==> src/rtl/refresh_scheduler_if.sv <==
// Refresh handshake bundle between the refresh scheduler and the main DRAM
// state machine.
//   ctrl_idle     controller idle, no pending read/write
//   ref_ack       one-cycle pulse: REF command issued this cycle
//   ref_req       refresh request, held until ref_ack
//   ref_urgent    postponed-refresh debt at/above urgent threshold
//   ref_busy      tRFC window active, no ACT/REF allowed
//   debt          outstanding refreshes owed
//   err_overflow  sticky: tick lost at maximum debt
//   err_spurious  sticky: ref_ack seen while no request outstanding
// slave = scheduler side, master = controller side.
interface refresh_scheduler_if #(
  parameter int DEBT_W = 4
);
  logic              ctrl_idle;
  logic              ref_ack;
  logic              ref_req;
  logic              ref_urgent;
  logic              ref_busy;
  logic [DEBT_W-1:0] debt;
  logic              err_overflow;
  logic              err_spurious;

  modport slave (
    input  ctrl_idle, ref_ack,
    output ref_req, ref_urgent, ref_busy, debt, err_overflow, err_spurious
  );

  modport master (
    output ctrl_idle, ref_ack,
    input  ref_req, ref_urgent, ref_busy, debt, err_overflow, err_spurious
  );
endinterface

==> src/rtl/refresh_scheduler.sv <==
// DDR3 refresh scheduler. Generates one tREFI tick per interval, tracks the
// debt of postponed refreshes, requests REF when the controller is idle or
// when the debt becomes urgent, and holds a tRFC busy window after each REF.
//   clk        controller clock
//   rst_n      asynchronous active-low reset
//   enable     1 = interval counter runs, 0 = counter held at 0
//   trefi_cfg  runtime interval (0 = TREFI_CYCLES), taken at wrap/enable rise
//   rif        refresh handshake bundle (slave side)
//
// state   | meaning
// S_IDLE  | no request outstanding, waiting for debt and an opportunity
// S_REQ   | ref_req held high until the controller acks
// S_TRFC  | ref_busy high for TRFC_CYCLES cycles after the ack
module refresh_scheduler #(
  parameter int CNT_W         = 32,
  parameter int TREFI_CYCLES  = 2496,
  parameter int TRFC_CYCLES   = 52,
  parameter int MAX_DEBT      = 8,
  parameter int URGENT_THRESH = 6,
  localparam int DEBT_W       = $clog2(MAX_DEBT + 1)
) (
  input  logic                 clk,
  input  logic                 rst_n,
  input  logic                 enable,
  input  logic [CNT_W-1:0]     trefi_cfg,
  refresh_scheduler_if.slave   rif
);
  localparam int TMR_W = (TRFC_CYCLES > 1) ? $clog2(TRFC_CYCLES) : 1;

  typedef enum logic [1:0] {
    S_IDLE = 2'd0,
    S_REQ  = 2'd1,
    S_TRFC = 2'd2
  } state_t;

  state_t            state_q, state_d;
  logic [CNT_W-1:0]  cnt_q, cnt_d;
  logic [CNT_W-1:0]  active_int_q, active_int_d;
  logic              init_q, enable_q;
  logic [DEBT_W-1:0] debt_q, debt_d;
  logic [TMR_W-1:0]  tmr_q, tmr_d;
  logic              urgent_q, urgent_d;
  logic              req_q, req_d;
  logic              busy_q, busy_d;
  logic              ovf_q, ovf_d;
  logic              spur_q, spur_d;

  logic [CNT_W-1:0]  int_sel, int_use;
  logic              load, tick, ack_ok;

  always_comb begin
    int_sel      = (trefi_cfg == '0) ? CNT_W'(TREFI_CYCLES) : trefi_cfg;
    // First cycle out of reset and every enable rise pick up a fresh interval;
    // the compare uses it immediately so the first interval is full length.
    load         = !init_q || (enable && !enable_q);
    int_use      = load ? int_sel : active_int_q;
    active_int_d = int_use;
    cnt_d        = cnt_q;
    tick         = 1'b0;
    if (!enable) begin
      cnt_d = '0;
    end else if (cnt_q == int_use - CNT_W'(1)) begin
      tick         = 1'b1;
      cnt_d        = '0;
      active_int_d = int_sel;
    end else begin
      cnt_d = cnt_q + CNT_W'(1);
    end

    ack_ok = rif.ref_ack && (state_q == S_REQ);
    debt_d = debt_q;
    ovf_d  = ovf_q;
    spur_d = spur_q || (rif.ref_ack && (state_q != S_REQ));
    if (tick && !ack_ok) begin
      if (debt_q == DEBT_W'(MAX_DEBT)) ovf_d = 1'b1;
      else                             debt_d = debt_q + DEBT_W'(1);
    end else if (!tick && ack_ok) begin
      debt_d = debt_q - DEBT_W'(1);
    end

    state_d = state_q;
    tmr_d   = tmr_q;
    case (state_q)
      S_IDLE: begin
        if ((debt_q != '0) &&
            (rif.ctrl_idle || (debt_q >= DEBT_W'(URGENT_THRESH))))
          state_d = S_REQ;
      end
      S_REQ: begin
        if (rif.ref_ack) begin
          state_d = S_TRFC;
          tmr_d   = TMR_W'(TRFC_CYCLES - 1);
        end
      end
      S_TRFC: begin
        if (tmr_q == '0) state_d = S_IDLE;
        else             tmr_d   = tmr_q - TMR_W'(1);
      end
      default: state_d = S_IDLE;
    endcase

    req_d    = (state_d == S_REQ);
    busy_d   = (state_d == S_TRFC);
    urgent_d = (debt_d >= DEBT_W'(URGENT_THRESH));
  end

  always_ff @(posedge clk or negedge rst_n) begin
    if (!rst_n) begin
      state_q      <= S_IDLE;
      cnt_q        <= '0;
      active_int_q <= CNT_W'(TREFI_CYCLES);
      init_q       <= 1'b0;
      enable_q     <= 1'b0;
      debt_q       <= '0;
      tmr_q        <= '0;
      urgent_q     <= 1'b0;
      req_q        <= 1'b0;
      busy_q       <= 1'b0;
      ovf_q        <= 1'b0;
      spur_q       <= 1'b0;
    end else begin
      state_q      <= state_d;
      cnt_q        <= cnt_d;
      active_int_q <= active_int_d;
      init_q       <= 1'b1;
      enable_q     <= enable;
      debt_q       <= debt_d;
      tmr_q        <= tmr_d;
      urgent_q     <= urgent_d;
      req_q        <= req_d;
      busy_q       <= busy_d;
      ovf_q        <= ovf_d;
      spur_q       <= spur_d;
    end
  end

  assign rif.ref_req      = req_q;
  assign rif.ref_urgent   = urgent_q;
  assign rif.ref_busy     = busy_q;
  assign rif.debt         = debt_q;
  assign rif.err_overflow = ovf_q;
  assign rif.err_spurious = spur_q;
endmodule

==> src/flat_wrapper.sv <==
// flat-port wrapper written by rule: the top's interface ports become plain ports
module refresh_scheduler_flat 
#(
  parameter int CNT_W         = 32,
  parameter int TREFI_CYCLES  = 2496,
  parameter int TRFC_CYCLES   = 52,
  parameter int MAX_DEBT      = 8,
  parameter int URGENT_THRESH = 6,
  localparam int DEBT_W       = $clog2(MAX_DEBT + 1)
)
  (clk, rst_n, enable, trefi_cfg, rif_ctrl_idle, rif_ref_ack, rif_ref_req, rif_ref_urgent, rif_ref_busy, rif_debt, rif_err_overflow, rif_err_spurious);
  refresh_scheduler_if #(.DEBT_W(4)) rif_i ();
  input  logic clk;
  input  logic rst_n;
  input  logic enable;
  input  logic [CNT_W-1:0] trefi_cfg;
  input wire logic [$bits(rif_i.ctrl_idle)-1:0] rif_ctrl_idle;
  input wire logic [$bits(rif_i.ref_ack)-1:0] rif_ref_ack;
  output wire logic [$bits(rif_i.ref_req)-1:0] rif_ref_req;
  output wire logic [$bits(rif_i.ref_urgent)-1:0] rif_ref_urgent;
  output wire logic [$bits(rif_i.ref_busy)-1:0] rif_ref_busy;
  output wire logic [$bits(rif_i.debt)-1:0] rif_debt;
  output wire logic [$bits(rif_i.err_overflow)-1:0] rif_err_overflow;
  output wire logic [$bits(rif_i.err_spurious)-1:0] rif_err_spurious;
  assign rif_i.ctrl_idle = rif_ctrl_idle;
  assign rif_i.ref_ack = rif_ref_ack;
  assign rif_ref_req = rif_i.ref_req;
  assign rif_ref_urgent = rif_i.ref_urgent;
  assign rif_ref_busy = rif_i.ref_busy;
  assign rif_debt = rif_i.debt;
  assign rif_err_overflow = rif_i.err_overflow;
  assign rif_err_spurious = rif_i.err_spurious;
  refresh_scheduler #(.CNT_W(CNT_W), .TREFI_CYCLES(TREFI_CYCLES), .TRFC_CYCLES(TRFC_CYCLES), .MAX_DEBT(MAX_DEBT), .URGENT_THRESH(URGENT_THRESH)) u_core (.clk(clk), .rst_n(rst_n), .enable(enable), .trefi_cfg(trefi_cfg), .rif(rif_i));
endmodule
==> config.mk <==
export PLATFORM = sky130hd
export DESIGN_NAME = refresh_scheduler_flat
export DESIGN_NICKNAME = d
export VERILOG_FILES = /design/src/rtl/refresh_scheduler_if.sv /design/src/rtl/refresh_scheduler.sv /design/src/flat_wrapper.sv
export SDC_FILE = /design/constraint.sdc
export NUM_CORES = 1
export LEC_CHECK = 0
export ABC_AREA = 1
export CORE_UTILIZATION = 40
export DETAILED_ROUTE_END_ITERATION = 10
export SYNTH_ARGS = -nofsm -noshare
export SYNTH_HDL_FRONTEND = slang
export SYNTH_SLANG_ARGS = --single-unit
==> constraint.sdc <==
create_clock -name clk -period 6.5 [get_ports clk]
set_clock_uncertainty 0.1 [all_clocks]
set_input_delay 1.95 -clock clk [delete_from_list [all_inputs] [get_ports clk]]
set_output_delay 1.95 -clock clk [all_outputs]
set_load 0.05 [all_outputs]
==> flow_metrics.py <==
metrics = {
    "synth": {
        "ys_seq_area_frac": 0.337,
        "synth.distinct_cells": 50,
        "syn_inst": 907,
        "post_synth.cell_area_avg_um2": 6.82,
        "async_flop_share": 1.00,
        "ys_ff_latch": 83,
        "synth_top_area_cell": "dfrtp_1",
        "yosys_warnings": 0,
        "synth-edff-count": 0,
        "synthTopCellsByCount": "nand2_1, nor2_1, inv_1, dfrtp_1, nand3_1",
        "synth.most_common_cell": "nand2_1",
        "syn-num-nets": 951,
        "synth_area_um2": 6180,
        "synth_ff_type": "dfrtp_1",
        "synthTopCellsByArea": "dfrtp_1, nand2_1, nor2_1",
        "netlist.area_leader.share": 0.320,
    },
    "sta": {
        "grt_setup_unrepaired": "no",
        "final.period_utilization": 0.877,
        "relSlewSlack": 0.505,
        "setup_violations": 0,
        "slew_violations": 0,
        "worstMarginPinSlew_ps": 740,
        "final_hold_viol_count": 0,
        "max_freq_mhz": 175,
        "min_period_ps": 5700,
        "fin_tns_setup_ps": 0,
    },
    "critical_path": {
        "reg2reg_depth": 19,
        "crit_path_end_kind": "flip-flop",
        "r2r_setup_slack_ps": 2660,
        "cpMostUsedCell": "nand2_1",
        "worstPathRequired_ps": 6640,
        "cp.arrival_ps": 5840,
        "cp_num_buf_inv": 5,
        "r2r_end": "u_core.cnt_q[26]",
        "crit_path_top_delay_cell": "o21ai_4",
        "path_depth": 22,
        "crit_path_max_fanout": 54,
        "cp_top_family": "simple AND/OR/NAND/NOR gates",
        "critPathLaunchType": "primary input",
        "crit_path_max_incr_delay_ps": 630,
        "r2r_start": "u_core.enable_q",
        "worstPathCellList": "clkdlybuf4s50_1 -> buf_4 -> inv_2 -> o21ai_4 -> buf_12 -> nand2_1 -> o21ai_1 -> ha_1 -> nand2_2 -> nor2_4 -> nand2_1 -> inv_2 -> nand2_1 -> nand3_1 -> nand3_1 -> nor2_1 -> nand2_1 -> nor2_1 -> nand3_2 -> o21ai_4 -> a21oi_1 -> o21a_1",
        "criticalPathCategory": "primary input to flip-flop",
    },
    "outcome": {
        "status": "finished, final reports clean",
    },
    "global_route": {
        "grt_busiest_layer": "met2",
        "gr-usage-all-layers": 0.220,
        "grt_util_met3": 0.0346,
        "grt_start_max_net_pins": 65,
        "grtUsageMet1": 0.299,
        "antenna_found_initial": 0,
        "grt_pass1_wl_mm": 27.6,
        "grt_pass1_vias": 5444,
        "grt_remaining_overflow": 0,
        "use_met2": 0.355,
    },
    "final_layout": {
        "antenna_cells": 0,
        "fillCellCount": 1569,
        "nets": 996,
        "layout-drive-gt1-share": 0.0983,
        "area_delta_synth_final_pct": 15.1,
        "multi_input_area_um2": 3530,
        "seqCellArea_um2": 2080,
        "stdcell_area_um2": 7120,
    },
    "clock_tree": {
        "cts-root-buf": "clkbuf_16",
        "cts.sinks": 83,
        "htreeDepth": 3,
        "cts.reportedPaths.clkPinSlew_ps": 60,
        "post_cts_buffers": 0,
        "cts_hold_buffers": 0,
        "cts_resized": 0,
        "cts_tree": "built",
        "cts_buffers": 9,
        "clockBufferDepth": 2,
        "clock_latency_ps": 350,
    },
    "floorplan": {
        "die_w_um": 126,
        "die_y_um": 126,
        "die_area_um2": 16000,
        "row_count": 45,
        "start_util": 0.408,
        "core_um2": 15100,
        "io_pins": 46,
    },
    "place": {
        "io_buffers": 45,
        "post_dp_cell_area_um2": 6810,
        "dp_hpwl_mm": 12.7,
        "gp_congestion": 0.907,
    },
    "hold_path": {
        "hp-start": "u_core.rif.err_spurious",
        "hold_end": "u_core.rif.err_spurious",
        "min_path_type": "flip-flop to flip-flop",
        "hold_depth": 1,
    },
    "power_and_ir_drop": {
        "peakVddDrop_mv": 0.296,
        "power_density_nw_per_um2": 234,
        "p_leak_uw": 0.00312,
    },
    "detailed_routing": {
        "first_iter_violations": 335,
        "via_per_inst": 4.99,
        "antenna_left": 0,
        "vias": 5709,
        "drc_errors": 0,
        "wirelength_mm": 16.3,
        "wl_per_cell_um": 14.2,
        "first_pass_iters": 5,
    },
    "job": {
        "cap_viol_max_count": 0,
    },
}
==> cell families (layout without fill, tap and decap cells) <==
group | Yosys count | count (layout) | share of synthesized area
muxes | 2 | 2 | 0.00324
DFF | 83 | 83 | 0.337
adders and majority gates | 7 | 7 | 0.0142
AOI/OAI and AO/OA | 101 | 101 | 0.101
other | 1 | 1 | 0.000606
buffers and inverters | 142 | 191 | 0.0929
xor gates and xnor gates | 44 | 44 | 0.0645
and+or+nand+nor | 527 | 527 | 0.387
==> routing by layer <==
metal | wire (um) | vias to the layer above
met2 | 7240 | 106
met5 | 0 | -
li1 | - | 2990
met4 | 388 | 0
met3 | 574 | 27
met1 | 8090 | 2586
==> registers in the layout, indices dropped and copies added (netlist names), 2 cells and up <==
name and flops:
u_core.state_q 2, u_core.active_int_q 32, u_core.rif.debt 4, u_core.cnt_q 32
u_core.tmr_q 6
==> stage by stage <==
step	std cells	total power (uW)	hold slack [ps]	setup WS, ps	util
finish	1144	1660	367	798	0.470
global route	1144	1770	408	439	0.470
global placement	1129	1140	346	513	0.450
detailed placement	1129	1140	357	456	0.450
CTS	1144	1690	376	821	0.470
floorplan	907	980	335	1940	-
==> how the worst max path moves through the flow <==
stage                     startpoint                     end
final                         enable        u_core.cnt_q[26]
after global routing          enable        u_core.cnt_q[26]
after CTS                     enable        u_core.cnt_q[26]
after detailed placement      enable        u_core.cnt_q[26]
after global placement        enable        u_core.cnt_q[26]
after floorplan               enable  u_core.active_int_q[5]
==> where the power goes <==
part / switching (uW) / internal, uW
registers: 49.5 / 579
clock network: 219 / 308
logic: 330 / 177
==> area by class of cell <==
type,count,share of cell area
clock buffer,10,0.0336
timing repair buffer,49,0.0689
sequential,83,0.293
tap,188,0.0331
inverter,127,0.0672
clock inverter,5,0.00879
multi-input combinational,682,0.496
==> worst register-to-register path: stages, from the launching register on <==
cell	delay, ps
dfrtp_1	410
o21ai_4	190
buf_12	270
nand2_1	130
o21ai_1	200
ha_1	250
nand2_2	90
nor2_4	170
nand2_1	160
inv_2	140
nand2_1	80
nand3_1	90
nand3_1	120
nor2_1	120
nand2_1	50
nor2_1	180
nand3_2	140
o21ai_4	630
a21oi_1	80
o21a_1	140
==> cells in the final DEF (no fill, tap or decap), types with 4 or more instances in the layout <==
master	count
nand2_1	216
nor2_1	136
inv_1	114
dfrtp_1	79
nand3_1	51
a21oi_1	50
clkdlybuf4s50_1	44
xor2_1	37
nor3_1	34
nand4_1	29
o21ai_2	14
nand2_2	11
or2_2	10
inv_2	10
o21ai_0	9
o21ai_1	9
nor2_2	9
clkbuf_16	9
nor4_1	8
ha_1	7
xnor2_1	6
nor3b_1	4
nor2_4	4
buf_4	4
dfstp_2	4
Power figures use the tool's default switching activity.
